===== src/rtl/mem_arbiter.sv =====
// rtl/mem_arbiter.sv - fetch/load-store arbiter in front of a single-port synchronous RAM with a small I/O window
// Load/store wins contention except when fetch has been starved STARVE_MAX cycles; responses return one cycle after grant.
module mem_arbiter #(
  parameter int                    DATA_WIDTH = 16,
  parameter int                    ADDR_WIDTH = 16,
  parameter logic [ADDR_WIDTH-1:0] IO_BASE    = 16'hFF00,
  parameter int                    STARVE_MAX = 3
) (
  input  logic                  clock,
  input  logic                  reset,
  input  logic                  if_req,
  input  logic [ADDR_WIDTH-1:0] if_addr,
  output logic                  if_gnt,
  output logic                  if_valid,
  output logic [DATA_WIDTH-1:0] if_rdata,
  input  logic                  ls_req,
  input  logic                  ls_we,
  input  logic [ADDR_WIDTH-1:0] ls_addr,
  input  logic [DATA_WIDTH-1:0] ls_wdata,
  output logic                  ls_gnt,
  output logic                  ls_valid,
  output logic [DATA_WIDTH-1:0] ls_rdata,
  output logic [ADDR_WIDTH-1:0] mem_address,
  output logic [DATA_WIDTH-1:0] mem_data,
  output logic                  mem_wren,
  input  logic [DATA_WIDTH-1:0] mem_q,
  input  logic [DATA_WIDTH-1:0] io_in,
  output logic [DATA_WIDTH-1:0] io_out
);

  localparam int CW = ($clog2(STARVE_MAX + 1) < 2) ? 2 : $clog2(STARVE_MAX + 1);
  localparam logic [CW-1:0]         STARVE_LIM = CW'(STARVE_MAX);
  localparam logic [ADDR_WIDTH-1:0] IO_SW      = IO_BASE + ADDR_WIDTH'(1);

  logic [CW-1:0]         starve;
  logic [DATA_WIDTH-1:0] io_out_q;
  logic                  rsp_if;
  logic                  rsp_ls;
  logic                  rsp_store;
  logic                  rsp_io;
  logic [DATA_WIDTH-1:0] rsp_io_data;
  logic [DATA_WIDTH-1:0] rsp_rdata;
  logic [DATA_WIDTH-1:0] io_rd;
  logic                  if_is_io;
  logic                  ls_is_io;

  assign if_is_io = (if_addr >= IO_BASE);
  assign ls_is_io = (ls_addr >= IO_BASE);

  // Grants are suppressed during reset so nothing is accepted or written.
  always_comb begin
    if_gnt = 1'b0;
    ls_gnt = 1'b0;
    if (!reset) begin
      if_gnt = if_req & (~ls_req | (starve == STARVE_LIM));
      ls_gnt = ls_req & ~if_gnt;
    end
  end

  assign mem_address = ls_gnt ? ls_addr : if_addr;
  assign mem_data    = ls_wdata;
  assign mem_wren    = ls_gnt & ls_we & ~ls_is_io;

  always_comb begin
    io_rd = '0;
    if (ls_addr == IO_BASE)
      io_rd = io_out_q;
    else if (ls_addr == IO_SW)
      io_rd = io_in;
  end

  always_ff @(posedge clock or posedge reset) begin
    if (reset) begin
      starve      <= '0;
      io_out_q    <= '0;
      rsp_if      <= 1'b0;
      rsp_ls      <= 1'b0;
      rsp_store   <= 1'b0;
      rsp_io      <= 1'b0;
      rsp_io_data <= '0;
    end else begin
      if (if_req && !if_gnt) begin
        if (starve != STARVE_LIM)
          starve <= starve + CW'(1);
      end else begin
        starve <= '0;
      end
      if (ls_gnt && ls_we && (ls_addr == IO_BASE))
        io_out_q <= ls_wdata;
      rsp_if      <= if_gnt;
      rsp_ls      <= ls_gnt;
      rsp_store   <= ls_gnt & ls_we;
      rsp_io      <= if_gnt ? if_is_io : ls_is_io;
      // Fetches from I/O space read as zero, so only load/store captures I/O data.
      rsp_io_data <= ls_gnt ? io_rd : '0;
    end
  end

  always_comb begin
    rsp_rdata = mem_q;
    if (rsp_store)
      rsp_rdata = '0;
    else if (rsp_io)
      rsp_rdata = rsp_io_data;
  end

  assign if_valid = rsp_if;
  assign ls_valid = rsp_ls;
  assign if_rdata = rsp_if ? rsp_rdata : '0;
  assign ls_rdata = rsp_ls ? rsp_rdata : '0;
  assign io_out   = io_out_q;

endmodule


===== config.mk =====
export PLATFORM = sky130hd
export DESIGN_NAME = mem_arbiter
export DESIGN_NICKNAME = d
export VERILOG_FILES = /design/src/rtl/mem_arbiter.sv
export SDC_FILE = /design/constraint.sdc
export NUM_CORES = 1
export LEC_CHECK = 0
export CORE_MARGIN = 5
export CORE_UTILIZATION = 34
export CTS_CLUSTER_SIZE = 40
export DETAILED_ROUTE_END_ITERATION = 16
export PLACE_DENSITY_LB_ADDON = 0.2
export SYNTH_ARGS = -nofsm -noshare
export SYNTH_HDL_FRONTEND = slang
export SYNTH_SLANG_ARGS = --single-unit

===== constraint.sdc =====
create_clock -name clock -period 2.9 [get_ports clock]
set_clock_uncertainty 0.15 [all_clocks]
set_input_delay 0.58 -clock clock [delete_from_list [all_inputs] [get_ports clock]]
set_output_delay 0.58 -clock clock [all_outputs]
set_load 0.03 [all_outputs]

# Yosys cells after proc, flatten, opt, wreduce, memory -nomap -nowiden
# Index checks and enable logic that the tools add are counted.
[totals]
output_inout_bits = 85
ff_bits = 38
inputBits = 85
[op_classes]
magnitude_cmp = 2
n_reduce_logical = 4
add_sub_neg = 1
eq_ne = 5
n_bitwise = 8
muxes = 13
[op_table]
columns = ["cell", "count"]
rows = [
  ["$mux W16", 8],
  ["$eq A16 B16 Y1 const B", 2],
  ["$ge A16 B16 Y1 const B", 2],
  ["$and A1 B1 Y1", 4],
  ["$mux W2", 2],
  ["$logic_and A1 B1 Y1", 3],
  ["$mux W1", 3],
  ["$not A1 Y1", 3],
  ["$add A2 B1 Y2 const B", 1],
  ["$eq A2 B2 Y1 const B", 1],
  ["$ne A2 B1 Y1 const B", 1],
  ["$ne A2 B2 Y1 const B", 1],
  ["$logic_not A1 Y1", 1],
  ["$or A1 B1 Y1", 1],
]

# Longest topological paths before layout
[logic_depth]
word_depth = 8
mapped_depth = 6
depth_no_buf = 4

# Worst setup path after synthesis
# OpenSTA, ideal clock, no wires.
[synth_timing]
path_type = "register to output"
start = "reg starve[0]"
end = "out mem_address[10]"
stages_incl_launch_ff = 6
t_arrival_ps = 1931
slack_ps = 239
path_cell_list = "dfrtp_1 > ha_1 > a211oi_1 > buf_2 > buf_2 > mux2_2"
[synth_via]
elab_chain_len = 7
[synth_lines]
columns = ["element", "line", "rtl"]
rows = [
  ["start, declared", "35", "logic [CW-1:0] starve;"],
  ["start signal, assigned", "84", "starve <= starve + CW'(1);"],
  ["$eq A2 B2 Y1", "55", "if_gnt = if_req & (~ls_req | (starve == STARVE_LIM));"],
  ["$or A1 B1 Y1", "55", ""],
  ["$and A1 B1 Y1", "55", ""],
  ["$not A1 Y1", "56", "ls_gnt = ls_req & ~if_gnt;"],
  ["$and A1 B1 Y1", "56", ""],
  ["$mux W1", "54", "if (!reset) begin"],
  ["net ls_gnt", "20", "output logic ls_gnt,"],
  ["$mux W16", "60", "assign mem_address = ls_gnt ? ls_addr : if_addr;"],
  ["end, declared", "23", "output logic [ADDR_WIDTH-1:0] mem_address,"],
]
# The timed path passes the listed nets, and every way through them passes these cells.

# Worst setup path in the final report
[layout_timing]
start = "in if_req"
end = "out mem_address[5]"
[layout_via]
elab_chain_len = 5
[layout_lines]
columns = ["element", "line", "rtl"]
rows = [
  ["start, declared", "11", "input logic if_req,"],
  ["$and A1 B1 Y1", "55", ""],
  ["$not A1 Y1", "56", ""],
  ["$and A1 B1 Y1", "56", ""],
  ["$mux W1", "54", ""],
  ["$mux W16", "60", ""],
]
# Every way passes these cells.

==> results.cfg <==
[status]
run_status = complete, no violations

[floorplanning]
num_io_pins = 170
fp.dieW_um = 90.1
fp-row-count = 29
start_util_pct = 34.6
die_y_um = 90.1
core_sq_mm = 0.00631
die-area_sq_mm = 0.00812

[cells_and_area]
fin_nets = 435
syn_to_final_growth_pct = 83.0
layout-drive-gt1-share_pct = 21.4
diodes = 0
final_cell_area_sq_mm = 0.00399
final_cells = 427
fillers = 563
fin_util_pct = 63.3

[routing]
drtAntennaViolNets = 0
num_vias = 2009
routed_wl_um = 6970
avgViaCountPerCell = 4.70
first_pass_iters = 4
drc = 0
wl_per_cell_um = 16.3
first_iter_violations = 45

[placed_design]
pre_cts_ws_ns = -0.327
io_buffer_count = 169
gp_congestion = 0.804
dpl.hpwl_um = 5980
dp.cells = 419
placed_area_sq_mm = 0.00388

[timing]
fmax_mhz = 347
setup_viol = 0
drv_slew = 0
tightest_slew_ns = 0.573
max-slew-margin-rel_pct = 61.8
finalHoldViolations = 0
fin_crit_sh_pct = 99.4
finalCriticalPeriod_ns = 2.88
setup_tns_ns = 0
rsz0062_at_grt = yes
setup_ws_ns = 0.0165

[clock_tree]
clkLatencyLatePin_ns = 0.28
cts_buffers = 5
clk_pin_slew_ns = 0.08
cts.sinks = 38
clockBufferDepth = 2
htree_levels = 2
cts_root_buf = clkbuf_8
cts_tree = done
post-cts-setup-buffer-count = 0

[worst_setup_path]
r2r-end = io_out[9]$_DFFE_PP0P_
critPathArrivalTime_ns = 2.15
critPathKind = in -> out
r2r_slack_ns = 0.79
critPathLaunchType = input port
cp-end-kind = output pin
r2r-start = starve[0]$_DFFE_PP0P_
reg2regPathDepth = 7
required_ns = 2.17
crit_fanout = 18

[min_path]
whs_endpoint = rsp_io_data[8]$_DFF_PP0_
hold_path_class = reg -> reg
min_path_cells = 1
hp-start = io_out[8]$_DFFE_PP0P_

[logic_synthesis]
synthCells = 191
ys_types = 27
ys_ff_latch = 38
ys_seq_area_share_pct = 43.6
ys_warn_count = 0
avgSynthCellArea_sq_um = 11.4
synth_area_sq_mm = 0.00218
synth_nets = 277

[pwr]
leakage_nw = 1.71
p_per_area_mw_per_mm2 = 328
ir_worst_vdd_uv = 203

[grt]
overflow = 0
grt_pass1_wl_um = 11000
grt_max_degree = 39
antenna_found_initial = 0
first_global_vias = 2184
grt_usage_pct = 16.6

[run]
cap_violations = 0
where the power goes:
part	switching (mW)	leakage [nW]	internal [mW]	total, mW
Combinational	0.188	1.13	0.210	0.399
Clock	0.184	0.0472	0.191	0.375
Sequential	0.00262	0.527	0.534	0.537
Total	0.375	1.71	0.936	1.31
per-stage QoR:
step / power [mW] / hold WS, ns
2_1_floorplan: 0.734 / 0.343
3_3_place_gp: 0.949 / 0.358
3_5_place_dp: 0.954 / 0.369
4_1_cts: 1.33 / 0.388
5_1_grt: 1.36 / 0.412
6_report: 1.31 / 0.380
registers in the layout (all words and copies together) (netlist names):
signal / count
rsp_io: 1
rsp_store: 1
ls_valid: 1
io_out: 16
starve: 2
if_valid: 1
rsp_io_data: 16
cell usage after synthesis, drive strengths merged:
cell,number,area [sq um]
clkbuf,6,23.8
o21ai,1,5.00
a211oi,1,7.51
nor3,1,5.00
nor4,1,21.3
nor3b,1,7.51
or4,1,11.3
nand2b,2,12.5
and4b,1,10.0
mux2,33,409
and2,1,6.26
inv,2,7.51
nor2b,1,6.26
nor2,37,139
and4,1,8.76
buf,23,173
mux2i,17,170
dfrtp,38,951
xor2,1,8.76
a22o,16,140
ha,1,12.5
nand4,5,46.3
worst max-delay path, cell delays in order:
cell             delay (ns)
clkdlybuf4s50_1        0.44
a211oi_2               0.30
buf_12                 0.20
mux2_2                 0.35
clkdlybuf4s15_2        0.28
area by class of cell:
type	instances	area [sq um]	area share, %
flip-flops and latches	38	951	23.8
well taps	77	96.3	2.41
clock inverters	2	12.5	0.313
clock buffers	6	82.6	2.07
repair buffers	180	1810	45.4
inverters	2	7.51	0.188
multi-input cells	122	1030	25.8
cell families (layout without fill, tap and decap cells):
family / after synthesis / count (layout) / synth area share (%)
adders and majority gates: 1 / 1 / 0.573
xor gates and xnor gates: 1 / 1 / 0.401
AOI/OAI and AO/OA: 18 / 18 / 7.00
and+or+nand+nor: 52 / 52 / 12.6
muxes: 50 / 50 / 26.5
DFF: 38 / 38 / 43.6
buffers and inverters: 31 / 190 / 9.35
metal layers:
layer  share of wire, %  routed length [um]  vias to the layer above  track usage, %
met1                 40                2770                      938            18.7
li1                   -                   -                      981               -
met3                6.0                 418                       10            4.34
met5                  0                   0                        -               0
met2                 52                3610                       80            29.9
met4                2.5                 177                        0            5.83
layout by cell type, fill, tap and decap left out, drive strengths merged, types with 2 or more instances in the layout:
cell type | synthesis | final
a22o | 16 | 16
buf | 23 | 14
clkbuf | 6 | 6
clkdlybuf4s15 | 0 | 16
clkdlybuf4s50 | 0 | 150
dfrtp | 38 | 38
inv | 2 | 2
mux2 | 33 | 33
mux2i | 17 | 17
nand2b | 2 | 2
nand4 | 5 | 5
nor2 | 37 | 37
timing repair:
| action | CTS | global route |
|---|---|---|
| endpoints found under the setup margin | 16 | 17 |
| resized for setup | 48 | 0 |
| pin swaps | 1 | 0 |
| hold buffers | 0 | 0 |
how the worst max path moves through the flow:
stage                                startpoint               to  slack [ns]
after floorplan           starve[0]$_DFFE_PP0P_  mem_address[10]        0.24
after global placement                   ls_req  mem_address[13]       -0.30
final                                    if_req   mem_address[5]        0.02
after global routing                     ls_req         mem_wren       -0.05
after CTS                                if_req   mem_address[5]        0.01
after detailed placement                 ls_req   mem_address[5]       -0.33
Note: power is estimated with default switching activity, not from simulation.
